[src/rtl/match_sequencer.sv]
// Pong match controller: sequences idle/serve/rally/point/over on the 1 ms tick,
// keeps both scores, picks the serve direction and gates the ball datapath.
module match_sequencer #(
  parameter int WIN_SCORE = 7,
  parameter int SERVE_MS  = 500,
  parameter int PAUSE_MS  = 1000,
  parameter int TIMER_W   = 10
) (
  input  logic       clk_1ms,
  input  logic       reset,
  input  logic       B,
  input  logic       miss_1,
  input  logic       miss_2,
  output logic [2:0] score_1,
  output logic [2:0] score_2,
  output logic       ball_en,
  output logic       ball_center,
  output logic       serve_dir,
  output logic [2:0] state,
  output logic [1:0] winner
);

  localparam logic [2:0] IDLE  = 3'd0;
  localparam logic [2:0] SERVE = 3'd1;
  localparam logic [2:0] RALLY = 3'd2;
  localparam logic [2:0] POINT = 3'd3;
  localparam logic [2:0] OVER  = 3'd4;

  localparam logic [2:0]         WIN        = 3'(WIN_SCORE);
  localparam logic [TIMER_W-1:0] SERVE_LAST = TIMER_W'(SERVE_MS - 1);
  localparam logic [TIMER_W-1:0] PAUSE_LAST = TIMER_W'(PAUSE_MS - 1);

  logic [2:0]         state_q, state_d;
  logic [2:0]         score1_q, score1_d;
  logic [2:0]         score2_q, score2_d;
  logic               dir_q, dir_d;
  logic [1:0]         winner_q, winner_d;
  logic [TIMER_W-1:0] timer_q, timer_d;
  logic               b_q;
  logic               armed_q;

  logic               b_rise;
  logic [TIMER_W-1:0] timer_inc;
  logic [2:0]         score1_inc;
  logic [2:0]         score2_inc;

  // armed_q blocks a press that was already held when reset released;
  // B must be seen low once before any rise counts.
  assign b_rise     = B & ~b_q & armed_q;
  assign timer_inc  = (timer_q == {TIMER_W{1'b1}}) ? timer_q : timer_q + TIMER_W'(1);
  assign score1_inc = score1_q + 3'd1;
  assign score2_inc = score2_q + 3'd1;

  always_comb begin
    state_d  = state_q;
    score1_d = score1_q;
    score2_d = score2_q;
    dir_d    = dir_q;
    winner_d = winner_q;
    timer_d  = timer_q;
    case (state_q)
      IDLE: begin
        if (b_rise) begin
          state_d  = SERVE;
          timer_d  = '0;
          score1_d = 3'd0;
          score2_d = 3'd0;
          winner_d = 2'b00;
        end
      end
      SERVE: begin
        if (timer_q == SERVE_LAST) begin
          state_d = RALLY;
          timer_d = '0;
        end else begin
          timer_d = timer_inc;
        end
      end
      RALLY: begin
        if (miss_1 && !miss_2) begin
          score2_d = score2_inc;
          dir_d    = 1'b0;
          timer_d  = '0;
          if (score2_inc == WIN) begin
            state_d  = OVER;
            winner_d = 2'b10;
          end else begin
            state_d = POINT;
          end
        end else if (miss_2 && !miss_1) begin
          score1_d = score1_inc;
          dir_d    = 1'b1;
          timer_d  = '0;
          if (score1_inc == WIN) begin
            state_d  = OVER;
            winner_d = 2'b01;
          end else begin
            state_d = POINT;
          end
        end else if (miss_1 && miss_2) begin
          state_d = POINT;
          timer_d = '0;
        end
      end
      POINT: begin
        if (timer_q == PAUSE_LAST) begin
          state_d = SERVE;
          timer_d = '0;
        end else begin
          timer_d = timer_inc;
        end
      end
      OVER: begin
        if (b_rise) begin
          state_d  = SERVE;
          timer_d  = '0;
          score1_d = 3'd0;
          score2_d = 3'd0;
          winner_d = 2'b00;
          dir_d    = ~dir_q;
        end
      end
      default: begin
        state_d = IDLE;
        timer_d = '0;
      end
    endcase
  end

  always_ff @(posedge clk_1ms or posedge reset) begin
    if (reset) begin
      state_q  <= IDLE;
      score1_q <= 3'd0;
      score2_q <= 3'd0;
      dir_q    <= 1'b0;
      winner_q <= 2'b00;
      timer_q  <= '0;
      b_q      <= 1'b0;
      armed_q  <= 1'b0;
    end else begin
      state_q  <= state_d;
      score1_q <= score1_d;
      score2_q <= score2_d;
      dir_q    <= dir_d;
      winner_q <= winner_d;
      timer_q  <= timer_d;
      b_q      <= B;
      armed_q  <= armed_q | ~B;
    end
  end

  assign score_1     = score1_q;
  assign score_2     = score2_q;
  assign serve_dir   = dir_q;
  assign winner      = winner_q;
  assign state       = state_q;
  assign ball_en     = (state_q == RALLY);
  assign ball_center = (state_q == IDLE) || (state_q == SERVE);

endmodule
[config.mk]
export PLATFORM = sky130hd
export DESIGN_NAME = match_sequencer
export DESIGN_NICKNAME = d
export VERILOG_FILES = /design/src/rtl/match_sequencer.sv
export SDC_FILE = /design/constraint.sdc
export NUM_CORES = 1
export LEC_CHECK = 0
export ABC_AREA = 1
export BUFFER_PORTS_ARGS = -buffer_cell sky130_fd_sc_hd__buf_2
export CAP_MARGIN = 10
export CORE_AREA = 5 5 57 97
export DETAILED_ROUTE_END_ITERATION = 6
export DIE_AREA = 0 0 62 102
export GPL_ROUTABILITY_DRIVEN = 0
export MAX_ROUTING_LAYER = met4
export PLACE_DENSITY_LB_ADDON = 0.15
export SLEW_MARGIN = 20
export SYNTH_ARGS = -nofsm -noshare
export SYNTH_HDL_FRONTEND = slang
export SYNTH_SLANG_ARGS = --single-unit
[constraint.sdc]
create_clock -name clk_1ms -period 1.21 [get_ports clk_1ms]
set_input_delay 0.0605 -clock clk_1ms [delete_from_list [all_inputs] [get_ports clk_1ms]]
set_output_delay 0.0605 -clock clk_1ms [all_outputs]
set_load 0.01 [all_outputs]
======== Word-level counts from Yosys, hierarchy flattened ========
Index checks and enable logic that the tools add are counted.
word-level totals
  bits in registers ....................... 24
  logic and storage cells ................. 86
  input port bits ......................... 5
  output and inout bits ................... 14
cells by class
  bitwise gates (word level) .............. 6
  muxes and demuxes ....................... 33
  reduce and logical (&&, ||, !) cells .... 16
  add/sub/neg operators ................... 3
  equality and inequality tests ........... 20
operator list
  kind                   number
  $mux 10                7
  $pmux 10 s4            1
  $mux 3                 12
  $eq 10x10->1 const B   2
  $pmux 3 s2             2
  $pmux 3 s4             1
  $add 10x1->10 const B  1
  $eq 10x9->1 const B    1
  $mux 2                 5
  $eq 3x3->1 const B     3
  $ne 2x2->1 const B     4
  $reduce_and 4->1       2
  $add 3x1->3 const B    2
  $eq 3x2->1 const B     2
  $ne 2x1->1 const B     3
  $ne 3x1->1 const B     2
  $reduce_and 3->1       2
  $reduce_and 5->1       1
  $ne 4x1->1 const B     1
  $pmux 2 s2             1
  $reduce_bool 2->1      2
  $eq 3x1->1 const B     1
  $logic_and 1x1->1      3
  $logic_not 3->1        1
  other kinds (10)       16

======== Longest topological paths before layout ========
Gate-level depths: netlist of run 1.
  depth in word-level cells ............... 6
  depth in mapped cells ................... 10
  depth with buffers taken out ............ 10

======== Worst setup path before layout of run 1 ========
No wires, ideal clock.
  kind .................................... flip-flop to flip-flop
  from .................................... register state_q[2] (netlist: state[2])
  to ...................................... register score1_q[0] (netlist: score_1[0])
  setup time .............................. 118 ps
  setup slack ............................. -198 ps
  arrival time ............................ 1290 ps
  stages on the path, launching flop included .. 9
  cell sequence ........................... dfrtp_1 -> nor2_1 -> nand2_1 -> inv_2 -> nor2_4 -> a21oi_2 -> inv_1 -> nand2_1 -> nand2_1
RTL lines
  item                                          RTL line  source
  start: declaration                            33        logic [2:0] state_q, state_d;
  start signal: assignment                      141       state_q <= state_d;
  $eq 3x2->1 *                                  --
  via ball_en                                   16        output logic ball_en,
  $ne 2x1->1 (no line) (tied with other cells)  --
  $reduce_and 4->1 (no line)                    --
  end signal: assignment                        142       score1_q <= score1_d;
  end: declaration                              34        logic [2:0] score1_q, score1_d;
The timed path passes the listed nets; every way through them passes the cells marked *.
A chain may end at the register's enable or synchronous reset.

======== Final worst setup path of run 1 ========
  from .................................... register state_q[1] (netlist: state[1])
  to ...................................... register timer_q[2]
on the way
  longest elaborated chain between the ends .. 4
ends and longest elaborated chain
  item                                           RTL line  source
  $eq 3x3->1 or $logic_not 3->1 (tied branches)  61        case (state_q)
  $reduce_or 2->1 (no line)                      --
  $ne 2x1->1 (no line)                           --
  $reduce_and 2->1 (no line)                     --
  end signal: assignment                         146       timer_q <= timer_d;
  end: declaration                               38        logic [TIMER_W-1:0] timer_q, timer_d;
Several ways; a longest one is shown, not always the timed one.

==> out/metrics.yaml, run 1 <==
worst-setup-path-type: "reg -> reg"
r2r-start: "state[1]"
postLayoutSetupSlackWorst_ns: -0.160
vias: 1694
synthXorXnorAreaFrac: 0.0111
drt_first_pass_iters: 4
avgRoutedWirePerCell_um: 12.1
failed_checks: "negative setup slack"
antenna-diode-count: 0
timing.final.setup_violations: 21
place.detailed.hpwl_um: 3390
setup.worst_path.end: "timer_q[2]"
area_delta_synth_final_pct: 60.4
layout_common_cells: "nand2_1, buf_4, inv_1, nor2_1, dfrtp_1"
r2r.worst_path.cells: 8
critPathLaunchType: "flop"
largest_net_degree_at_the_start_of_global_routing: 25
synth_sequential_area_ratio: 0.382
clock_tree.htree_level_count: 1
fraction_of_the_mapped_netlist_area_in_adder_cells: 0.0398
ioPinCount: 19
timing.final.crit_period_ns: 1.37
postRouteAntennaNets: 0
seqCellArea_um2: 604
peakVddDrop_uv: 402
synth_top_family_by_area: "simple AND/OR/NAND/NOR gates"
max_cap_viol_count: 0
worstPathMaxFanout: 5
cpMostUsedCell: "nand2_4"
critPathSlowestCell: "dfrtp_2"
design.core.area_um2: 4620
r2r-end: "timer_q[2]"
flip_flop_and_latch_count_after_synthesis: 24
yosysWarnings: 0
clk_root_buffer_cell: "clkbuf_8"
number_of_global_route_vias_before_repair: 1740
cellPowerDensity_nw_per_um2: 561
grt.met3_usage: 0.0177
netlist_instances: 229
critPathCaptureType: "flop"
final-max-slew-violation-count: 0
wl_um: 4370
post_synth_mux_area_share: 0
gr-total-overflow: 0
tritoncts_clock_tree: "yes"
area_of_the_mapped_netlist_um2: 1570
worst_setup_hold_path_clk_slew_ns: 0.09
slowest_delay_ns: 0.47
drt_drc_violations_left: 0
placement.io_buffers: 18
antenna_violations_before_repair: 0
synth_compound_area_frac: 0.0589
worst_slew_pin_slew_ns: 0.322
top_usage_layer: "met2"
leakagePower_nw: 1.42
cts_inserted_buffers: 3
hold_path.class: "in -> reg"
placedInstanceArea_um2: 2130
met1_usage: 0.170
area_of_the_multi_input_gates_um2: 1090
rows: 33
die_y_um: 102
groute.usage.overall: 0.162
p_total_w: 0.00141
worst_setup_path_start: "state[1]"
most_common_library_cell_in_the_layout_ignoring_fill_and_taps: "nand2_1"
rsz0062_at_grt: "yes"
drt_first_iter_violations: 39
status: "finished, violations left"
floorplan.initialDensity: 0.340
fillers: 466
critical_path.top_delay_family: "flip-flops"
vias_per_cell: 4.69
global_route_wire_length_before_repair_um: 7510
groute.layer.met2.usage: 0.293
die_area_um2: 6320
clock_skew_ns: 0.00635
mappedNetlistNets: 239
worstSetupPathDepth: 8
clock_insertion_delay_worst_skew_ns: 0.27
post_synthesis_simple_gate_area_fraction: 0.416
fmax_mhz: 730
tritoncts_num_sinks: 24
yosys.cell_types.count: 22
report.final.hold_viol_count: 0
reg2reg_setup_slack_ns: -0.16
drive_above_1_share: 0.472
post-route-period-util: 1.13
nNetsFinal: 320
path_cells: "inv_2 -> nand2_4 -> inv_6 -> nand2_4 -> nand2_4 -> inv_6 -> buf_6 -> o211ai_1"
required_ns: 1.38
final_area_um2: 2520
syn_avg_cell_area_um2: 6.86
critical_path.n_buffers_inverters: 4
die_w_um: 62
arrival_ns: 1.54
worst_slew_margin_rel: 0.785
clk_path_buf_depth: 2
==> state kept, by name (all words and copies together), names as in the netlist <==
signal and count:
timer_q 10, score_1 3, score_2 3, state 3
winner 2, armed_q 1, b_q 1, serve_dir 1
==> logic make-up (layout without fill, tap and decap cells) <==
| family | after synthesis | in the layout |
|---|---|---|
| AO/OA/AOI/OAI | 15 | 15 |
| AND/OR/NAND/NOR | 145 | 145 |
| buffers and inverters | 38 | 118 |
| XOR/XNOR | 2 | 2 |
| flip-flops | 24 | 24 |
| adder cells (fa/ha/maj) | 5 | 5 |
==> worst min-delay path, delay by kind of cell <==
kind                   cells  cell delay [ns]
AND/OR/NAND/NOR            3             0.19
buffers and inverters      2             0.24
==> repair_timing <==
item	4_1_cts	5_1_grt
setup buffers	11	2
gates resized for setup	38	28
endpoints found under the setup margin	23	24
pin swaps	18	16
hold buffers	2	0
cloned	0	0
hold endpoints to repair	26	0
==> routing by layer <==
layer,share of wire,vias to the layer above
li1,-,869
met1,0.38,786
met2,0.56,28
met3,0.025,11
met4,0.030,0
met5,0,-
==> Yosys cell counts (all sizes together) <==
cell type / instances / area share
nand2: 75 / 0.19
inv: 38 / 0.092
nor2: 33 / 0.088
nand3: 29 / 0.10
dfrtp: 24 / 0.38
o21ai: 8 / 0.025
ha: 5 / 0.040
nor3: 5 / 0.026
a21oi: 3 / 0.014
nand4: 3 / 0.012
o211ai: 2 / 0.0096
o31ai: 2 / 0.0096
xor2: 2 / 0.011
==> per-stage QoR <==
step / TNS (ns) / worst slack, ns / util / hold slack, ns / instances
after CTS: -2.82 / -0.187 / 0.521 / 0.230 / 360
after detailed placement: -2.65 / -0.213 / 0.460 / 0.134 / 345
after global placement: -2.61 / -0.203 / 0.460 / 0.131 / 345
after floorplan: -1.10 / -0.0784 / - / 0.0750 / 229
final: -2.31 / -0.160 / 0.545 / 0.265 / 361
after global routing: -4.35 / -0.250 / 0.545 / 0.291 / 361
==> how the worst min path moves through the flow <==
stage | cells after the start | startpoint | end | slack [ns]
after detailed placement | 3 | reset | b_q | 0.13
after global placement | 3 | reset | armed_q | 0.13
final | 5 | miss_2 | score_2[2] | 0.27
after CTS | 5 | miss_2 | score_2[2] | 0.23
after global routing | 5 | B | serve_dir | 0.29
after floorplan | 1 | reset | armed_q | 0.07
==> cell type report <==
type                       instances  share of cell area
multi-input combinational        167               0.431
sequential                        24               0.240
timing repair buffer              76               0.223
inverter                          38              0.0625
tap                               52              0.0258
clock buffer                       4              0.0179
==> where the power goes <==
part           switching [W]  internal (W)  leakage, nW
logic              0.0000578     0.0000363         1.14
clock network       0.000270      0.000236       0.0228
registers         0.00000465      0.000809        0.263
total               0.000333       0.00108         1.42
(Power assumes the default switching activity.)
==> run 2, diff against run 1 <==
--- a/config.mk
+++ b/config.mk
@@ -5,12 +5,11 @@
 export SDC_FILE = /design/constraint.sdc
 export NUM_CORES = 1
 export LEC_CHECK = 0
-export ABC_AREA = 1
 export BUFFER_PORTS_ARGS = -buffer_cell sky130_fd_sc_hd__buf_2
 export CAP_MARGIN = 10
-export CORE_AREA = 5 5 57 97
+export CORE_AREA = 5 5 54 91
 export DETAILED_ROUTE_END_ITERATION = 6
-export DIE_AREA = 0 0 62 102
+export DIE_AREA = 0 0 59 96
 export GPL_ROUTABILITY_DRIVEN = 0
 export MAX_ROUTING_LAYER = met4
 export PLACE_DENSITY_LB_ADDON = 0.15
==> out/metrics.yaml, run 2 <==
global_route_wire_length_before_repair_um: 7960  # +6.1%
place.detailed.hpwl_um: 3540  # +4.4%
antenna_violations_before_repair: 0  # unchanged
hold_path.class: "in -> reg"
die_area_um2: 5660  # -10%
antenna-diode-count: 0  # unchanged
postLayoutSetupSlackWorst_ns: -0.582  # -0.422 ns
p_total_w: 0.00295  # +110%
internal_power_w: 0.00192  # +77%
final-max-slew-violation-count: 0  # unchanged
worst_slew_pin_slew_ns: 0.433  # +0.111 ns
postRouteAntennaNets: 0  # unchanged
drive_above_1_share: 0.559  # +0.0863
syn_avg_cell_area_um2: 9.66  # +41%
mappedNetlistNets: 172  # -28%
drt_first_pass_iters: 4  # unchanged
r2r-start: "timer_q[9]"
largest_net_degree_at_the_start_of_global_routing: 25  # unchanged
timing.final.setup_violations: 23  # +9.5%
status: "finished, violations left"
worst_setup_hold_path_clk_slew_ns: 0.10  # about the same
drt_first_iter_violations: 37  # -5.1%
synth-main-ff-cell: "dfrtp_1"
slowest_delay_ns: 0.58  # +0.11 ns
power_switching_w: 0.00103  # +210%
ioPinCount: 19  # unchanged
floorplan.initialDensity: 0.381  # +0.0409
route.met3.wl_um: 117  # +7.3%
clk_root_buffer_cell: "clkbuf_8"
largest_register_ffs: 10  # unchanged
fmax_mhz: 558  # -24%
r2r.worst_path.cells: 4  # -4
number_of_synthesized_flops_with_an_enable_pin: 0  # unchanged
rows: 31  # -6.1%
worst-setup-path-type: "reg -> reg"
p_sw_frac: 0.351  # +0.115
critPathSlowestCell: "or4b_4"
layout_common_cells: "buf_4, dfrtp_1, buf_2, nor2_1, nand2_1"
area_of_the_mapped_netlist_um2: 1570  # -0.40%
leakagePower_nw: 1.10  # -23%
timing.final.crit_period_ns: 1.79  # +0.422 ns
post-place-ws_ns: -0.566  # -0.353 ns
nNetsFinal: 249  # -22%
required_ns: 1.37  # about the same
worst_slew_margin_rel: 0.709  # -0.0769
largest-register: "timer_q"
die_y_um: 96  # -5.9%
yosys.cell_types.count: 51  # +130%
vias_per_cell: 5.63  # +20%
avgRoutedWirePerCell_um: 17.7  # +46%
cellPowerDensity_nw_per_um2: 1180  # +110%
totalNegativeSetupSlack_ns: -10.01  # -7.69 ns
power.share.combinational: 0.418  # +0.351
worstPathMaxFanout: 6  # +1
clock_insertion_delay_worst_skew_ns: 0.28  # about the same
peakVddDrop_uv: 896  # +120%
most_common_library_cell_in_the_layout_ignoring_fill_and_taps: "buf_4"
max_cap_viol_count: 0  # unchanged
report.final.hold_viol_count: 0  # unchanged
placedInstanceArea_um2: 2030  # -4.5%
synth_sequential_area_ratio: 0.384  # +0.00153
yosysWarnings: 0  # unchanged
cts_inserted_buffers: 3  # unchanged
post_route_utilization: 0.610  # +0.0644
power.share.clock: 0.197  # -0.161
tritoncts_clock_tree: "yes"
design.core.area_um2: 4110  # -11%
fillers: 375  # -20%
critPathCaptureType: "flop"
synth_largest_area_cell: "dfrtp_1"
commonest_cells_in_the_netlist: "dfrtp_1, nor2_1, a21oi_1, nand2_1"
failed_checks: "negative setup slack"
clk_path_buf_depth: 2  # unchanged
critical_path.top_delay_family: "compound AO/OA/AOI/OAI gates"
holdPathEnd: "armed_q"
critPathLaunchType: "flop"
reg2reg_setup_slack_ns: -0.58  # -0.42 ns
tritoncts_num_sinks: 24  # unchanged
synth_area_leaders: "dfrtp_1, a21oi_1, ha_1"
critical_path.n_buffers_inverters: 0  # -4
ys_async_sr_fraction: 1.00  # unchanged
r2r-end: "timer_q[6]"
clock_skew_ns: 0.00656  # +0.000205 ns
placement.io_buffers: 18  # unchanged
synth.most_common_cell: "dfrtp_1"
die_w_um: 59  # -4.8%
number_of_global_route_vias_before_repair: 1747  # +0.40%
post-synth-top-area-fraction: 0.384  # +0.00153
netlist_instances: 162  # -29%
dr.max_layer_used: "met4"
clock_tree.htree_level_count: 1  # unchanged
vias: 1615  # -4.7%
final_area_um2: 2510  # -0.60%
gr-total-overflow: 0  # unchanged
groute.usage.overall: 0.192  # +0.0302
area_delta_synth_final_pct: 60.1
met2RoutedLength_um: 3050  # +24%
holdPathStages: 2  # -3
drt_drc_violations_left: 0  # unchanged
post-route-period-util: 1.48  # +0.349
path_cells: "or4b_4 -> a211o_4 -> a31oi_1 -> a21oi_1"
arrival_ns: 1.95  # +0.41 ns
wl_um: 5080  # +16%
detail_route.wirelength.met1_um: 1770  # +6.0%
rsz0062_at_grt: "yes"
p_seq_frac: 0.385  # -0.190
min_from: "B"
flip_flop_and_latch_count_after_synthesis: 24  # unchanged
==> run 2: changes by cell type after synthesis, sizes merged, moves of 3 or more <==
cell    before  now
nand2       75   12
mux2         0    5
nand2b       0    4
nand3b       0    3
a41oi        0    3
a31oi        0    5
or3          0    4
inv         38    6
a21oi        3   15
buf          0    5
nor2        33   16
nand3       29    6
==> run 2: cells by family (layout without fill, tap and decap cells) <==
family                   after synthesis  after routing  share of synthesized area
AO/OA/AOI/OAI                         49             50                      0.236
XOR/XNOR                               2              2                     0.0112
adder cells (fa/ha/maj)                5              5                     0.0400
buffers and inverters                 11             86                     0.0504
flip-flops                            24             24                      0.384
multiplexers                           5              5                     0.0360
AND/OR/NAND/NOR                       66             66                      0.243
==> run 2: per-layer routing <==
metal  GRT usage  up-vias
met5           -        -
met4      0.0662        0
met3      0.0215       16
met2       0.393       31
met1       0.172      799
li1            -      769
==> run 2: repair_timing <==
item,in CTS,in global routing
hold buffers,2,0
endpoints found under the setup margin,23,23
hold endpoints to repair,25,0
setup buffers,7,5
pin swaps,24,9
resized for setup,43,20
gates cloned,1,0
==> run 2: through the flow <==
step | std cells | hold slack (ns)
after global routing | 287 | 0.0353
after floorplan | 162 | 0.0751
after detailed placement | 271 | 0.134
after global placement | 271 | 0.130
final | 287 | 0.0156
after CTS | 284 | 0.0168
==> run 2: power by group through the flow <==
stage	clock, W	sequential, W	combinational (W)
floorplan	0	0.00115	0.000507
global placement	0	0.00112	0.000997
detailed placement	0	0.00113	0.00102
CTS	0.000578	0.00113	0.00116
global route	0.000615	0.00116	0.00135
finish	0.000580	0.00114	0.00123
==> run 2: how the worst max path moves through the flow <==
stage | start | cells after the start | slack, ns | end
after floorplan | state[2] | 6 | -0.63 | state[0]
after global placement | score_1[0] | 6 | -0.57 | winner[0]
after detailed placement | timer_q[9] | 4 | -0.57 | state[0]
after CTS | timer_q[9] | 4 | -0.57 | state[1]
after global routing | timer_q[9] | 4 | -0.65 | state[1]
final | timer_q[9] | 4 | -0.58 | timer_q[6]
==> run 2: final cells by class <==
type / instances / area [um2] / area share
Multi-Input combinational cell: 128 / 1200 / 0.477
Sequential cell: 24 / 602 / 0.240
Timing Repair Buffer: 76 / 567 / 0.226
Tap cell: 49 / 61.3 / 0.0245
Clock buffer: 4 / 55.1 / 0.0220
Inverter: 6 / 25.0 / 0.00999
==> run 3, diff against run 2 <==
--- a/config.mk
+++ b/config.mk
@@ -13,6 +13,7 @@
 export GPL_ROUTABILITY_DRIVEN = 0
 export MAX_ROUTING_LAYER = met4
 export PLACE_DENSITY_LB_ADDON = 0.15
+export REMOVE_ABC_BUFFERS = 1
 export SLEW_MARGIN = 20
 export SYNTH_ARGS = -nofsm -noshare
 export SYNTH_HDL_FRONTEND = slang
==> out/metrics.yaml, run 3 (same netlist as run 2, synthesis figures left out) <==
p_sw_frac: 0.340  # -0.0104
fmax_mhz: 566  # +1.4%
power_switching_w: 0.00101  # -2.8%
dp.cells: 280  # +3.3%
postLayoutSetupSlackWorst_ns: -0.557  # +0.0248 ns
vias_per_cell: 5.58  # -0.90%
drt_first_pass_iters: 4  # unchanged
post-route-period-util: 1.46  # -0.0205
drive_above_1_share: 0.557  # -0.00191
rows: 31  # unchanged
worst_slew_pin_slew_ns: 0.404  # -0.0281 ns
place.detailed.hpwl_um: 3480  # -1.9%
status: "finished, violations left"
ioPinCount: 19  # unchanged
clock_skew_ns: 0.00390  # -0.00266 ns
wl_um: 4830  # -4.8%
leakagePower_nw: 1.10  # +0.57%
layout_common_cells: "buf_4, dfrtp_1, buf_2, nor2_1, nand2_1"
power.share.clock: 0.192  # -0.005
groute.usage.overall: 0.191  # -0.00117
critPathCaptureType: "flop"
largest-register: "timer_q"
most_common_library_cell_in_the_layout_ignoring_fill_and_taps: "buf_4"
timing.final.crit_period_ns: 1.77  # -0.0248 ns
clk_path_buf_depth: 2  # unchanged
placement.io_buffers: 18  # unchanged
area_delta_synth_final_pct: 57.5
avgRoutedWirePerCell_um: 16.4  # -7.4%
placedInstanceArea_um2: 2080  # +2.3%
report.final.hold_viol_count: 0  # unchanged
critPathLaunchType: "flop"
clock_tree.htree_level_count: 1  # unchanged
max_cap_viol_count: 0  # unchanged
die_y_um: 96  # unchanged
largest_net_degree_at_the_start_of_global_routing: 25  # unchanged
drt_drc_violations_left: 0  # unchanged
peakVddDrop_uv: 901  # +0.48%
drt_first_iter_violations: 60  # +62%
tritoncts_num_sinks: 24  # unchanged
final_area_um2: 2460  # -1.6%
cts_inserted_buffers: 3  # unchanged
nNetsFinal: 257  # +3.2%
design.core.area_um2: 4110  # unchanged
cellPowerDensity_nw_per_um2: 1200  # +1.9%
worstPathMaxFanout: 7  # +1
clock_insertion_delay_worst_skew_ns: 0.27  # about the same
postRouteAntennaNets: 0  # unchanged
internal_power_w: 0.00195  # +1.8%
timing.final.setup_violations: 24  # +4.3%
rsz0062_at_grt: "yes"
worst-setup-path-type: "reg -> reg"
vias: 1645  # +1.9%
tritoncts_clock_tree: "yes"
gr-total-overflow: 0  # unchanged
number_of_global_route_vias_before_repair: 1760  # +0.74%
final-max-slew-violation-count: 0  # unchanged
antenna-diode-count: 0  # unchanged
failed_checks: "negative setup slack"
arrival_ns: 1.93  # -0.02 ns
power.share.combinational: 0.433  # +0.015
layoutNonFillerInstCount: 295  # +2.8%
required_ns: 1.37  # about the same
floorplan.initialDensity: 0.381  # unchanged
global_route_wire_length_before_repair_um: 8050  # +1.1%
clk_root_buffer_cell: "clkbuf_8"
p_seq_frac: 0.375  # -0.010
worst_setup_hold_path_clk_slew_ns: 0.09  # about the same
die_area_um2: 5660  # unchanged
worst_slew_margin_rel: 0.727  # +0.0190
antenna_violations_before_repair: 0  # unchanged
largest_register_ffs: 10  # unchanged
fillers: 383  # +2.1%
hold_path.class: "in -> reg"
die_w_um: 59  # unchanged
## run 3: layout make-up
class                           instances  area, um2  area share
Tap cell                               49       61.3      0.0249
Sequential cell                        24        601       0.244
Clock buffer                            4       55.1      0.0223
Inverter                                6       25.0      0.0102
Multi-Input combinational cell        128       1100       0.448
Timing Repair Buffer                   84        619       0.251
## run 3: timing repair
item                       4_1_cts  5_1_grt
setup endpoints to repair       24       25
buffers inserted                 6        3
pin swaps                       24        8
hold buffers                     2        0
gates resized for setup         46        5
cloned                           1        0
hold endpoints to repair        26        0
## run 3: critical path: stages, from the launching register on
cell	delay [ns]
dfrtp_1	0.42
or3b_4	0.47
o32a_4	0.44
a311o_1	0.33
## run 3: through the flow
step | util | setup slack [ns] | TNS (ns) | total power [W] | hold WS, ns
finish | 0.600 | -0.557 | -9.87 | 0.00295 | 0.264
global route | 0.600 | -0.586 | -10.88 | 0.00314 | 0.270
CTS | 0.586 | -0.512 | -9.61 | 0.00291 | 0.251
detailed placement | 0.506 | -0.620 | -10.03 | 0.00220 | 0.129
global placement | 0.506 | -0.597 | -9.73 | 0.00216 | 0.125
floorplan | - | -0.659 | -10.35 | 0.00159 | 0.0751
## run 3: worst paths after layout
kind                           from          to  slack, ns  cells past startpoint
max                        state[1]    state[0]      -0.56                      3
min                          miss_1  timer_q[4]       0.26                      3
max reg2reg                state[1]    state[0]      -0.56                      3
min reg2reg                 armed_q     armed_q       0.50                      1
max in group asynchronous     reset  timer_q[2]       0.59                      4
min in group asynchronous     reset  score_1[0]       0.37                      4
## run 3: metal layers
metal / share of wire / track usage
met1: 0.36 / 0.182
met2: 0.59 / 0.372
met3: 0.027 / 0.0188
met4: 0.023 / 0.0832
met5: 0 / -
## run 3: power groups by stage
stage,logic (W),registers [W],clock network [W]
2_1_floorplan,0.000415,0.00117,0
3_3_place_gp,0.00107,0.00109,0
3_5_place_dp,0.00110,0.00110,0
4_1_cts,0.00124,0.00110,0.000574
5_1_grt,0.00140,0.00112,0.000620
6_report,0.00128,0.00111,0.000566
